<file path="src/rtl/pixel_fetch_initiator.sv">
// Arbiter-channel read client: fetches byte_count bytes from base_addr via req/rdy and
// streams them out over valid/ready. Define PIXEL_FETCH_PREFETCH_EN for a 2-entry output FIFO.
`timescale 1ns/1ps
module pixel_fetch_initiator #(
  parameter int ADDRESS_WIDTH = 8,
  parameter int DATA_WIDTH    = 8,
  parameter int COUNT_WIDTH   = 10
) (
  input  logic                     clk,
  input  logic                     rst,
  input  logic                     start,
  input  logic [ADDRESS_WIDTH-1:0] base_addr,
  input  logic [COUNT_WIDTH-1:0]   byte_count,
  output logic                     busy,
  output logic                     done,
  output logic                     data_req,
  output logic [ADDRESS_WIDTH-1:0] data_addr,
  input  logic [DATA_WIDTH-1:0]    data_in,
  input  logic                     data_rdy,
  output logic [DATA_WIDTH-1:0]    out_data,
  output logic                     out_valid,
  input  logic                     out_ready
);

  typedef enum logic [2:0] {IDLE, REQ, RELEASE, DRAIN, DONE} state_t;

  state_t                   state_q, state_d;
  logic [ADDRESS_WIDTH-1:0] addr_q, addr_d;
  logic [COUNT_WIDTH-1:0]   remaining_q, remaining_d;
  logic                     busy_q, busy_d;
  logic                     done_q, done_d;
  logic                     req_q, req_d;
  logic                     start_ok, capture, pop, slot_free, buf_empty;

  // A start coinciding with the visible done pulse is dropped along with starts while busy.
  assign start_ok = start && !done_q;
  assign capture  = (state_q == REQ) && data_rdy;
  assign pop      = out_valid && out_ready;

  always_ff @(posedge clk) begin
    if (rst) state_q <= IDLE;
    else     state_q <= state_d;
  end

  always_comb begin
    state_d = state_q;
    case (state_q)
      IDLE:    if (start_ok) state_d = (byte_count == '0) ? DONE : REQ;
      REQ:     if (data_rdy) state_d = RELEASE;
      RELEASE: begin
        // Re-requesting while rdy is still high would return the previous byte.
        if (!data_rdy) begin
          if (remaining_q == '0) state_d = DRAIN;
          else if (slot_free)    state_d = REQ;
        end
      end
      DRAIN:   if (buf_empty) state_d = DONE;
      DONE:    state_d = IDLE;
      default: state_d = IDLE;
    endcase
  end

  always_comb begin
    addr_d      = addr_q;
    remaining_d = remaining_q;
    busy_d      = busy_q;
    done_d      = (state_q == DONE);
    req_d       = (state_d == REQ);
    case (state_q)
      IDLE: begin
        if (start_ok) begin
          addr_d      = base_addr;
          remaining_d = byte_count;
          busy_d      = 1'b1;
        end
      end
      REQ:     if (data_rdy) remaining_d = remaining_q - 1'b1;
      RELEASE: if (state_d == REQ) addr_d = addr_q + 1'b1;
      DONE:    busy_d = 1'b0;
      default: ;
    endcase
  end

  always_ff @(posedge clk) begin
    if (rst) begin
      addr_q      <= '0;
      remaining_q <= '0;
      busy_q      <= 1'b0;
      done_q      <= 1'b0;
      req_q       <= 1'b0;
    end else begin
      addr_q      <= addr_d;
      remaining_q <= remaining_d;
      busy_q      <= busy_d;
      done_q      <= done_d;
      req_q       <= req_d;
    end
  end

  assign busy      = busy_q;
  assign done      = done_q;
  assign data_req  = req_q;
  assign data_addr = addr_q;

`ifdef PIXEL_FETCH_PREFETCH_EN
  logic [DATA_WIDTH-1:0] fifo_q [2];
  logic                  wr_ptr_q, rd_ptr_q;
  logic [1:0]            fill_q;

  for (genvar gi = 0; gi < 2; gi++) begin : g_fifo
    always_ff @(posedge clk) begin
      if (rst)                                 fifo_q[gi] <= '0;
      else if (capture && (wr_ptr_q == 1'(gi))) fifo_q[gi] <= data_in;
    end
  end

  always_ff @(posedge clk) begin
    if (rst) begin
      wr_ptr_q <= 1'b0;
      rd_ptr_q <= 1'b0;
      fill_q   <= 2'd0;
    end else begin
      if (capture) wr_ptr_q <= ~wr_ptr_q;
      if (pop)     rd_ptr_q <= ~rd_ptr_q;
      case ({capture, pop})
        2'b10:   fill_q <= fill_q + 2'd1;
        2'b01:   fill_q <= fill_q - 2'd1;
        default: fill_q <= fill_q;
      endcase
    end
  end

  // Next fetch may start while one byte is still waiting for the serializer.
  assign slot_free = (fill_q != 2'd2) || pop;
  assign buf_empty = (fill_q == 2'd0);
  assign out_valid = (fill_q != 2'd0);
  assign out_data  = fifo_q[rd_ptr_q];
`else
  logic [DATA_WIDTH-1:0] out_data_q;
  logic                  out_valid_q;

  always_ff @(posedge clk) begin
    if (rst) begin
      out_data_q  <= '0;
      out_valid_q <= 1'b0;
    end else if (capture) begin
      out_data_q  <= data_in;
      out_valid_q <= 1'b1;
    end else if (pop) begin
      out_valid_q <= 1'b0;
    end
  end

  assign slot_free = !out_valid_q || out_ready;
  assign buf_empty = !out_valid_q;
  assign out_valid = out_valid_q;
  assign out_data  = out_data_q;
`endif

endmodule

</file>
<file path="config.mk">
export PLATFORM = sky130hd
export DESIGN_NAME = pixel_fetch_initiator
export DESIGN_NICKNAME = d
export VERILOG_FILES = /design/src/rtl/pixel_fetch_initiator.sv
export SDC_FILE = /design/constraint.sdc
export NUM_CORES = 1
export LEC_CHECK = 0
export CORE_ASPECT_RATIO = 1.75
export CORE_MARGIN = 2
export CORE_UTILIZATION = 43
export CTS_CLUSTER_SIZE = 20
export DETAILED_ROUTE_END_ITERATION = 10
export GPL_TIMING_DRIVEN = 1
export HOLD_SLACK_MARGIN = 0.03
export PLACE_DENSITY = 0.75
export REMOVE_ABC_BUFFERS = 1
export SYNTH_ARGS = -nofsm -noshare
export SYNTH_HDL_FRONTEND = slang
export SYNTH_SLANG_ARGS = --single-unit
</file>
<file path="constraint.sdc">
create_clock -name clk -period 1.8 [get_ports clk]
set_input_delay 0.36 -clock clk [delete_from_list [all_inputs] [get_ports clk]]
set_output_delay 0.36 -clock clk [all_outputs]
set_load 0.01 [all_outputs]
</file>
==> results.yml <==
grt:
  grt_use_met3: 0.03094
  grt_max_degree: 40
  grt_usage: 0.2175
  met2_usage: 0.4127
  grt_overflow_total: 0
  grt_antenna_before_repair: 0
  grt_pass1_wl_mm: 8.328
  grt_busiest_layer: "met2"
  met1_usage: 0.2261
  grt_pass1_vias: 1900
setup_path:
  cp_slowest_cell: "or4_4"
  cpLargestDelayFamily: "simple AND/OR/NAND/NOR gates"
  cp.required_ps: 1970
  crit_fanout: 2
  cp-start-kind: "input port"
  criticalPathCategory: "in -> reg"
  r2r_slack_ps: 110
  endpoint_kind: "register"
  critPathMaxStageDelay_ps: 500
  worstPathArrival_ps: 1930
  cp_cell_sequence: "clkdlybuf4s50_1, or4_4, nor4_2, buf_4, nor2_1, o31a_1"
  cp.buffers_inverters: 2
synthesis:
  yosys.area.top_type_share: 0.3494
  netlist_area_um2: 1891
  ys_seq_area_frac: 0.3494
  ys_ff_latch: 33
  synth_flop_cell: "dfxtp_1"
  yosysTopAreaCell: "dfxtp_1"
  synth.most_common_cell: "dfxtp_1"
  synth_enable_flop_cells: 0
  yosys_warnings: 0
  netlist_top_cells_area: "dfxtp_1, a21oi_1, nand2_1"
  synth.avg_cell_area_um2: 7.944
  netlist-cell-type-count: 46
  synthArstFlopShare: 0
  synthTopCellsByCount: "dfxtp_1, a21oi_1, nand2_1, nor2_1, nand2b_1"
  synth_cells: 238
status:
  status: "finished, final reports clean"
clock_network:
  clockRootBuffer: "clkbuf_8"
  clk_pin_slew_ps: 70
  cts.hold.buffers_added: 0
  clk_latency_ps: 280
  clock_sinks: 33
  tritoncts: "built"
  cts.htree.levels: 2
  cts_buffer_depth: 2
  cts_buffers: 5
routing:
  drcViolationCount: 0
  firstDrtPassIters: 4
  vias: 2054
  wl_mm: 5.168
  ant_nets: 0
  routed_via_density: 5.737
  drt_iter0_markers: 60
  wl_per_cell_um: 14.44
cells_and_area:
  final_area_um2: 2715
  synthToLayoutAreaGrowth_pct: 43.61
  antenna_cells: 0
  layout-drive-gt1-share: 0.1748
  utilization: 0.6481
  fillers: 377
  layoutNonFillerInstCount: 358
  layout.nets: 341
floorplanning:
  ios: 51
  die_h_um: 91.72
  start_util: 0.4513
  fp.dieW_um: 54.13
  num_rows: 31
  core_area_um2: 4189
  die_area_um2: 4964
placement:
  portBuffers: 50
  placedCellCount: 347
  dpl.hpwl_mm: 3.707
  gp_congestion: 0.7756
  place_area_um2: 2570
timing:
  fmax_mhz: 568.5
  hold_slack_ps: 454.3
  relSlewSlack: 0.6455
  period_share: 0.9772
  fin_crit_ps: 1759
  fin_skew_ps: 4.382
  setup_viol: 0
  tightest_slew_ps: 531.7
  slew_violations: 0
  hold_viol_final: 0
job:
  maxCapViolCount: 0
power_and_ir_drop:
  power.switching_uw: 757.5
  p_clk_frac: 0.240
  combPwrFrac: 0.364
  switching_share: 0.3341
  powerDensity_nw_per_um2: 835.2
  leakage_uw: 0.001005
  p_int_uw: 1510
  irDropWorstVdd_mv: 0.6749
  power_frac_seq: 0.396
min_path:
  min_path_type: "reg -> reg"
## worst paths after layout
check / start / cells after the start / end
worst max-delay path: byte_count[0] / 6 / state_q[0]$_SDFF_PP0_
worst min-delay path: out_data[4]$_SDFFE_PP0P_ / 2 / out_data[4]$_SDFFE_PP0P_
worst max register to register: remaining_q[0]$_SDFFE_PP0P_ / 7 / data_addr[0]$_SDFFE_PP0P_
worst min register to register: out_data[4]$_SDFFE_PP0P_ / 2 / out_data[4]$_SDFFE_PP0P_
## routing by layer
| layer | routed length, um | share of wire | up-vias |
|---|---|---|---|
| met5 | 0 | 0 | - |
| met4 | 61 | 0.012 | 0 |
| met3 | 208 | 0.040 | 6 |
| met2 | 2943 | 0.57 | 57 |
| met1 | 1955 | 0.38 | 974 |
| li1 | - | - | 1017 |
## cell families after synthesis
| logic type | Yosys count | synth area share |
|---|---|---|
| and+or+nand+nor | 102 | 0.3018 |
| AOI/OAI and AO/OA | 79 | 0.2687 |
| DFF | 33 | 0.3494 |
| buffers and inverters | 20 | 0.05559 |
| muxes | 2 | 0.01125 |
| adders and majority gates | 2 | 0.01323 |
## timing repair
item                                    in CTS  in global routing
endpoints found under the setup margin       0                 18
resized for setup                            0                 11
setup buffers                                0                  3
## power groups by stage
stage          Combinational [uW]  Clock, uW  Sequential [uW]
5_1_grt                       902        587              910
3_5_place_dp                  791          0              912
3_3_place_gp                  778          0              908
4_1_cts                       795        556              896
2_1_floorplan                 393          0              919
6_report                      825        544              899
## worst reg2reg max path, delay by kind of cell (launching register included)
family / cells / cell delay, ps
flip-flops: 1 / 330
AO/OA/AOI/OAI: 2 / 530
AND/OR/NAND/NOR: 2 / 330
adder cells (fa/ha/maj): 1 / 210
buffers and inverters: 2 / 220
## cell type report
type / count / area [um^2] / area share
clock buffers: 6 / 72.57 / 0.02673
clock inverters: 2 / 10.01 / 0.003687
inverters: 4 / 15.01 / 0.005530
multi-input cells: 185 / 1157 / 0.4263
flip-flops and latches: 33 / 663.1 / 0.2442
well taps: 49 / 61.31 / 0.02258
repair buffers: 79 / 735.7 / 0.2710
## layout by cell type, fill, tap and decap left out, types with 6 or more instances in the layout
cell type,synthesis,layout
clkdlybuf4s50_1,0,48
a21oi_1,31,31
dfxtp_1,33,31
nand2_1,29,28
buf_4,2,28
nor2_1,15,15
nand2b_1,11,11
o21ai_0,10,10
a211oi_1,9,9
nor3_1,6,6
o32ai_1,6,6
## through the flow
step	total power, uW	setup TNS, ps	worst slack [ps]
2_1_floorplan	1312	-2003	-186.6
3_3_place_gp	1686	-2304	-276.3
3_5_place_dp	1703	-2548	-290.7
4_1_cts	2247	0	9.537
5_1_grt	2399	-9.807	-9.807
6_report	2268	0	40.99
## sequential cells by signal (all words and copies together) (netlist names)
signal       flops
remaining_q     10
data_addr        8
out_data         8
state_q          3
busy             1
data_req         1
done             1
out_valid        1
Note: power is estimated with default switching activity, not from simulation.
